==> src/rtl/multiword_add_sequencer_pkg.sv <==
`default_nettype none
// +----------------------------------------------------------------------+
// | multiword_add_sequencer_pkg                                          |
// | Shared word width, FSM state encoding and the even-parity helper.    |
// | Rev 1.0                                                              |
// +----------------------------------------------------------------------+
package multiword_add_sequencer_pkg;

  localparam int WORD_W    = 16;
  localparam int MAX_WORDS = 8;
  localparam int PAR_W     = MAX_WORDS * WORD_W;

  typedef logic [1:0] state_t;

  localparam state_t ST_IDLE = 2'd0;
  localparam state_t ST_RUN  = 2'd1;
  localparam state_t ST_FIN  = 2'd2;

  // Zero-extended callers are safe: extra zeros leave parity unchanged.
  function automatic logic even_parity(input logic [PAR_W-1:0] v);
    return ~(^v);
  endfunction

endpackage
`default_nettype wire

==> src/rtl/multiword_add_sequencer_adder16_slice.sv <==
`default_nettype none
// +----------------------------------------------------------------------+
// | adder16_slice                                                        |
// | Combinational 16-bit add slice with carry-out and signed overflow.   |
// | Rev 1.0                                                              |
// +----------------------------------------------------------------------+
module adder16_slice
  import multiword_add_sequencer_pkg::*;
(
  input  logic [WORD_W-1:0] a,
  input  logic [WORD_W-1:0] b,
  input  logic              cin,
  output logic [WORD_W-1:0] sum,
  output logic              cout,
  output logic              ovf
);

  logic [WORD_W:0] w_full;

  assign w_full = {1'b0, a} + {1'b0, b} + {{WORD_W{1'b0}}, cin};
  assign sum    = w_full[WORD_W-1:0];
  assign cout   = w_full[WORD_W];
  // Carry into the MSB is recovered from the MSB sum bit.
  assign ovf    = (a[WORD_W-1] ^ b[WORD_W-1] ^ sum[WORD_W-1]) ^ cout;

endmodule
`default_nettype wire

==> src/rtl/multiword_add_sequencer.sv <==
`default_nettype none
// +----------------------------------------------------------------------+
// | multiword_add_sequencer                                              |
// | Runs one 16-bit slice over WORDS cycles for wide add/sub with flags. |
// | Rev 1.0                                                              |
// +----------------------------------------------------------------------+
module multiword_add_sequencer
  import multiword_add_sequencer_pkg::*;
#(
  parameter int WORDS = 2
) (
  input  logic                  clk,
  input  logic                  rst,
  input  logic                  start,
  input  logic                  sub,
  input  logic                  Cin,
  input  logic [WORDS*16-1:0]   A,
  input  logic [WORDS*16-1:0]   B,
  output logic                  ready,
  output logic                  done,
  output logic [WORDS*16-1:0]   Out,
  output logic                  Zero,
  output logic                  Cflag,
  output logic                  Sign,
  output logic                  Parity,
  output logic                  Overflow
);

  localparam int W     = WORDS * WORD_W;
  localparam int IDX_W = $clog2(WORDS);
  localparam logic [IDX_W-1:0] C_LAST = IDX_W'(WORDS - 1);

  state_t             r_state;
  state_t             w_next;
  logic [W-1:0]       r_a;
  logic [W-1:0]       r_b;
  logic [W-1:0]       r_out;
  logic [IDX_W-1:0]   r_idx;
  logic               r_sub;
  logic               r_carry;
  logic               r_top_ovf;
  logic               r_done;
  logic               r_zero;
  logic               r_cflag;
  logic               r_sign;
  logic               r_parity;
  logic               r_ovf;
  logic               w_ready;
  logic [WORD_W-1:0]  w_a;
  logic [WORD_W-1:0]  w_b;
  logic [WORD_W-1:0]  w_sum;
  logic               w_cout;
  logic               w_ovf;

  assign w_a = r_a[r_idx*WORD_W +: WORD_W];
  assign w_b = r_sub ? ~r_b[r_idx*WORD_W +: WORD_W] : r_b[r_idx*WORD_W +: WORD_W];

  adder16_slice u_slice (
    .a    (w_a),
    .b    (w_b),
    .cin  (r_carry),
    .sum  (w_sum),
    .cout (w_cout),
    .ovf  (w_ovf)
  );

  always_ff @(posedge clk or posedge rst) begin
    if (rst) r_state <= ST_IDLE;
    else     r_state <= w_next;
  end

  always_comb begin
    w_next = r_state;
    case (r_state)
      ST_IDLE: if (start) w_next = ST_RUN;
      ST_RUN:  if (r_idx == C_LAST) w_next = ST_FIN;
      ST_FIN:  w_next = ST_IDLE;
      default: w_next = ST_IDLE;
    endcase
  end

  always_comb begin
    w_ready = (r_state == ST_IDLE);
  end

  always_ff @(posedge clk or posedge rst) begin
    if (rst) begin
      r_a       <= '0;
      r_b       <= '0;
      r_out     <= '0;
      r_idx     <= '0;
      r_sub     <= 1'b0;
      r_carry   <= 1'b0;
      r_top_ovf <= 1'b0;
      r_done    <= 1'b0;
      r_zero    <= 1'b0;
      r_cflag   <= 1'b0;
      r_sign    <= 1'b0;
      r_parity  <= 1'b0;
      r_ovf     <= 1'b0;
    end else begin
      r_done <= 1'b0;
      case (r_state)
        ST_IDLE: begin
          if (start) begin
            r_a     <= A;
            r_b     <= B;
            r_sub   <= sub;
            r_carry <= sub ? 1'b1 : Cin;
            r_idx   <= '0;
          end
        end
        ST_RUN: begin
          r_out[r_idx*WORD_W +: WORD_W] <= w_sum;
          r_carry <= w_cout;
          if (r_idx == C_LAST) r_top_ovf <= w_ovf;
          else                 r_idx     <= r_idx + 1'b1;
        end
        ST_FIN: begin
          // Out is complete here; flags are evaluated over the full width.
          r_zero   <= ~(|r_out);
          r_sign   <= r_out[W-1];
          r_parity <= even_parity(PAR_W'(r_out));
          r_cflag  <= r_carry;
          r_ovf    <= r_top_ovf;
          r_done   <= 1'b1;
        end
        default: ;
      endcase
    end
  end

  assign ready    = w_ready;
  assign done     = r_done;
  assign Out      = r_out;
  assign Zero     = r_zero;
  assign Cflag    = r_cflag;
  assign Sign     = r_sign;
  assign Parity   = r_parity;
  assign Overflow = r_ovf;

endmodule
`default_nettype wire

==> config.mk <==
export PLATFORM = sky130hd
export DESIGN_NAME = multiword_add_sequencer
export DESIGN_NICKNAME = d
export VERILOG_FILES = /design/src/rtl/multiword_add_sequencer_pkg.sv /design/src/rtl/multiword_add_sequencer_adder16_slice.sv /design/src/rtl/multiword_add_sequencer.sv
export SDC_FILE = /design/constraint.sdc
export NUM_CORES = 1
export LEC_CHECK = 0
export CAP_MARGIN = 20
export CORE_MARGIN = 5
export CORE_UTILIZATION = 50
export CTS_BUF_LIST = sky130_fd_sc_hd__clkbuf_8
export CTS_CLUSTER_DIAMETER = 30
export DETAILED_ROUTE_END_ITERATION = 8
export DONT_BUFFER_PORTS = 1
export GPL_TIMING_DRIVEN = 0
export MAX_ROUTING_LAYER = met4
export SKIP_LAST_GASP = 1
export SYNTH_ARGS = -nofsm -noshare
export SYNTH_HDL_FRONTEND = slang
export SYNTH_HIERARCHICAL = 1
export SYNTH_SLANG_ARGS = --single-unit
==> constraint.sdc <==
create_clock -name clk -period 4.6 [get_ports clk]
set_clock_uncertainty 0.15 [all_clocks]
set_input_delay 0.92 -clock clk [delete_from_list [all_inputs] [get_ports clk]]
set_output_delay 0.92 -clock clk [all_outputs]
set_load 0.005 [all_outputs]
==> flow_summary_export.csv <==
group,metric,value,unit
yosys,synth_ff_type,"dfrtp_1",
yosys,synth_warnings,6,
yosys,syn-mean-instance-area,11.6,um2
yosys,synth_edf_count,0,
global_routing,grt_pass1_wl,20.0,mm
worst_setup_path,critPathBufInv,2,
yosys,synth-async-reset-ratio,1.00,
floorplanning,die_w,117,um
floorplanning,dieArea,13700,um2
sta,setup_viol,0,
clock_network,cts_sinks,108,
global_routing,grt_pass1_vias,3872,
yosys,synthesis.nets,595,
layout,n_fill_cell,1030,
layout,fin_nets,607,
floorplanning,core.rowCount,39,
routing,post_drt_wl_per_cell,19.7,um
layout,area_growth,7.06,%
clock_network,postCtsHoldBufs,0,
placed_design,dpl.hpwl,10.1,mm
global_routing,grt_usage,0.203,
worst_setup_path,cp.required,4.74,ns
sta,fin_crit,4.00,ns
routing,wl,12.9,mm
sta,fmax,0.250,GHz
floorplanning,initial_utilization,0.504,
routing,viasPerCell,5.38,
floorplanning,design.core.area,11300,um2
routing,ant_nets,0,
yosys,synth.cell_area,5710,um2
worst_setup_path,end_kind,"flip-flop",
yosys,yosys.area.top_type_share,0.473,
layout,drive_above_1_share,0.259,
routing,via_count,3513,
outcome,status,"finished, final reports clean",
yosys,yosys.area.top_type,"dfrtp_1",
sta,setup_tns,0,ns
worst_setup_path,start_kind,"flip-flop",
yosys,synth_cell_types,43,
layout,antenna_cells,0,
clock_network,clock_path_buffers,2,
routing,dr.pass1.iters,4,
clock_network,numCtsBuffers,9,
global_routing,grt_max_degree,75,
routing,drc_errors,0,
worst_setup_path,criticalPathCategory,"flip-flop to flip-flop",
sta,relSlewSlack,0.679,
sta,finalCritPeriodShare,0.869,
sta,tightest_slew,0.477,ns
clock_network,ctsResizeCount,0,
clock_network,post_cts_buffers,0,
clock_network,htreeDepth,3,
worst_setup_path,reg2regPathDepth,12,
routing,drt_iter0_drc,192,
placed_design,portBuffers,0,
worst_setup_path,slowest_stage,"fa_1",
clock_network,clk_latency,0.39,ns
hold_path,hold_class,"input pin to asynchronous set/reset pin",
sta,final_max_slew_viol_count,0,
worst_setup_path,path_cells,"buf_2 -> buf_2 -> mux2_2 -> fa_1 -> fa_1 -> a211oi_2 -> nor2_2 -> o41ai_2 -> or3_1 -> nand3_2 -> xor2_1 -> mux2_2",
worst_setup_path,worstSetupPathDepth,12,
worst_setup_path,worstPathArrival,4.13,ns
global_routing,antenna_found_initial,0,
yosys,synthCells,493,
sta,rsz0062_at_grt,"no",
clock_network,clkTransAtPathRegs,0.10,ns
yosys,seq_area_frac_synth,0.473,
sta,hold_ws,0.246,ns
placed_design,place_congestion,0.854,
yosys,synth-seq-cells,108,
worst_setup_path,cp_max_fo,10,
flow_run,cap_violations,0,
global_routing,grt_remaining_overflow,0,
clock_network,cts-root-buf,"clkbuf_8",
clock_network,cts_tree,"built",
floorplanning,die_height,117,um
yosys,synth_area_leaders,"dfrtp_1, mux2_2, ha_1",
worst_setup_path,cp_top_family,"adder cells",
sta,hold_viol,0,
worst_setup_path,max_stage_delay,0.47,ns
floorplanning,design.portCount,108,
## state kept, by name (all words and copies together) (netlist names)
| register | flops |
|---|---|
| Cflag | 1 |
| r_a | 32 |
| r_b | 32 |
| r_sub | 1 |
| r_carry | 1 |
| Out | 32 |
| Sign | 1 |
| r_idx | 1 |
| done | 1 |
| Parity | 1 |
| Overflow | 1 |
| r_top_ovf | 1 |
| Zero | 1 |
| r_state | 2 |
## area by class of cell
class | count | area (um2) | area share
inverters | 36 | 138 | 0.0225
plain buffers | 20 | 110 | 0.0180
well taps | 143 | 179 | 0.0293
multi-input cells | 329 | 2760 | 0.452
flip-flops and latches | 108 | 2700 | 0.442
clock inverters | 6 | 56.3 | 0.00921
repair buffers | 1 | 27.5 | 0.00450
clock buffers | 10 | 138 | 0.0225
## metal layers
layer / global-route usage / wire length, um
met1: 0.241 / 5560
met2: 0.333 / 6400
met3: 0.0458 / 640
met4: 0.0887 / 294
met5: - / 0
## placed cells by master, fill, tap and decap left out, types with 10 or more instances in the layout
cell      count
a21oi_1      10
buf_2        13
clkbuf_8     10
dfrtp_1     108
ha_1         31
inv_1        37
mux2_2       86
mux2i_1      16
nand2_1      45
nor2_1       14
o21ai_0      37
xnor2_1      35
xor2_1       10
## stage by stage
step	setup slack (ns)	utilization	area (um2)	instances
2_1_floorplan	0.684	-	5710	493
3_3_place_gp	-0.341	0.520	5890	636
3_5_place_dp	0.583	0.523	5920	637
4_1_cts	0.567	0.540	6110	653
5_1_grt	0.424	0.540	6110	653
6_report	0.602	0.540	6110	653
## Yosys cell counts, types with 2 or more instances
library cell	n
ha_1	31
a21oi_1	10
nor2_1	14
o21a_1	2
mux2_2	86
inv_1	36
dfrtp_1	108
buf_4	5
buf_2	13
nand2_1	45
mux2i_1	16
xor2_1	10
o21ai_0	37
nor2b_1	3
xnor2_1	35
a21o_1	6
or3_1	2
fa_1	2
clkbuf_1	2
a211oi_1	2
nand4_1	6
## cells by family (layout without fill, tap and decap cells)
group / count (synthesis) / in the layout / synth area share
flops: 108 / 108 / 0.473
buf+inv: 56 / 73 / 0.0430
compound gates: 71 / 71 / 0.0798
simple gates: 77 / 77 / 0.0594
fa+ha+maj: 33 / 33 / 0.0750
xor+xnor: 45 / 45 / 0.0690
mux: 103 / 103 / 0.200
## final timing paths
check	startpoint	slack, ns	endpoint
min reg2reg	r_a[3]	0.36	r_a[3]
max	r_idx	0.60	r_top_ovf
min	rst	0.25	Out[22]
max reg2reg	r_idx	0.60	r_top_ovf
min in group clk	r_a[3]	0.36	r_a[3]
max in group asynchronous	rst	3.33	r_a[22]
Power is left out: the tool's default activity adds up to more than one toggle a clock period on the data nets, which glitch-free logic cannot reach.
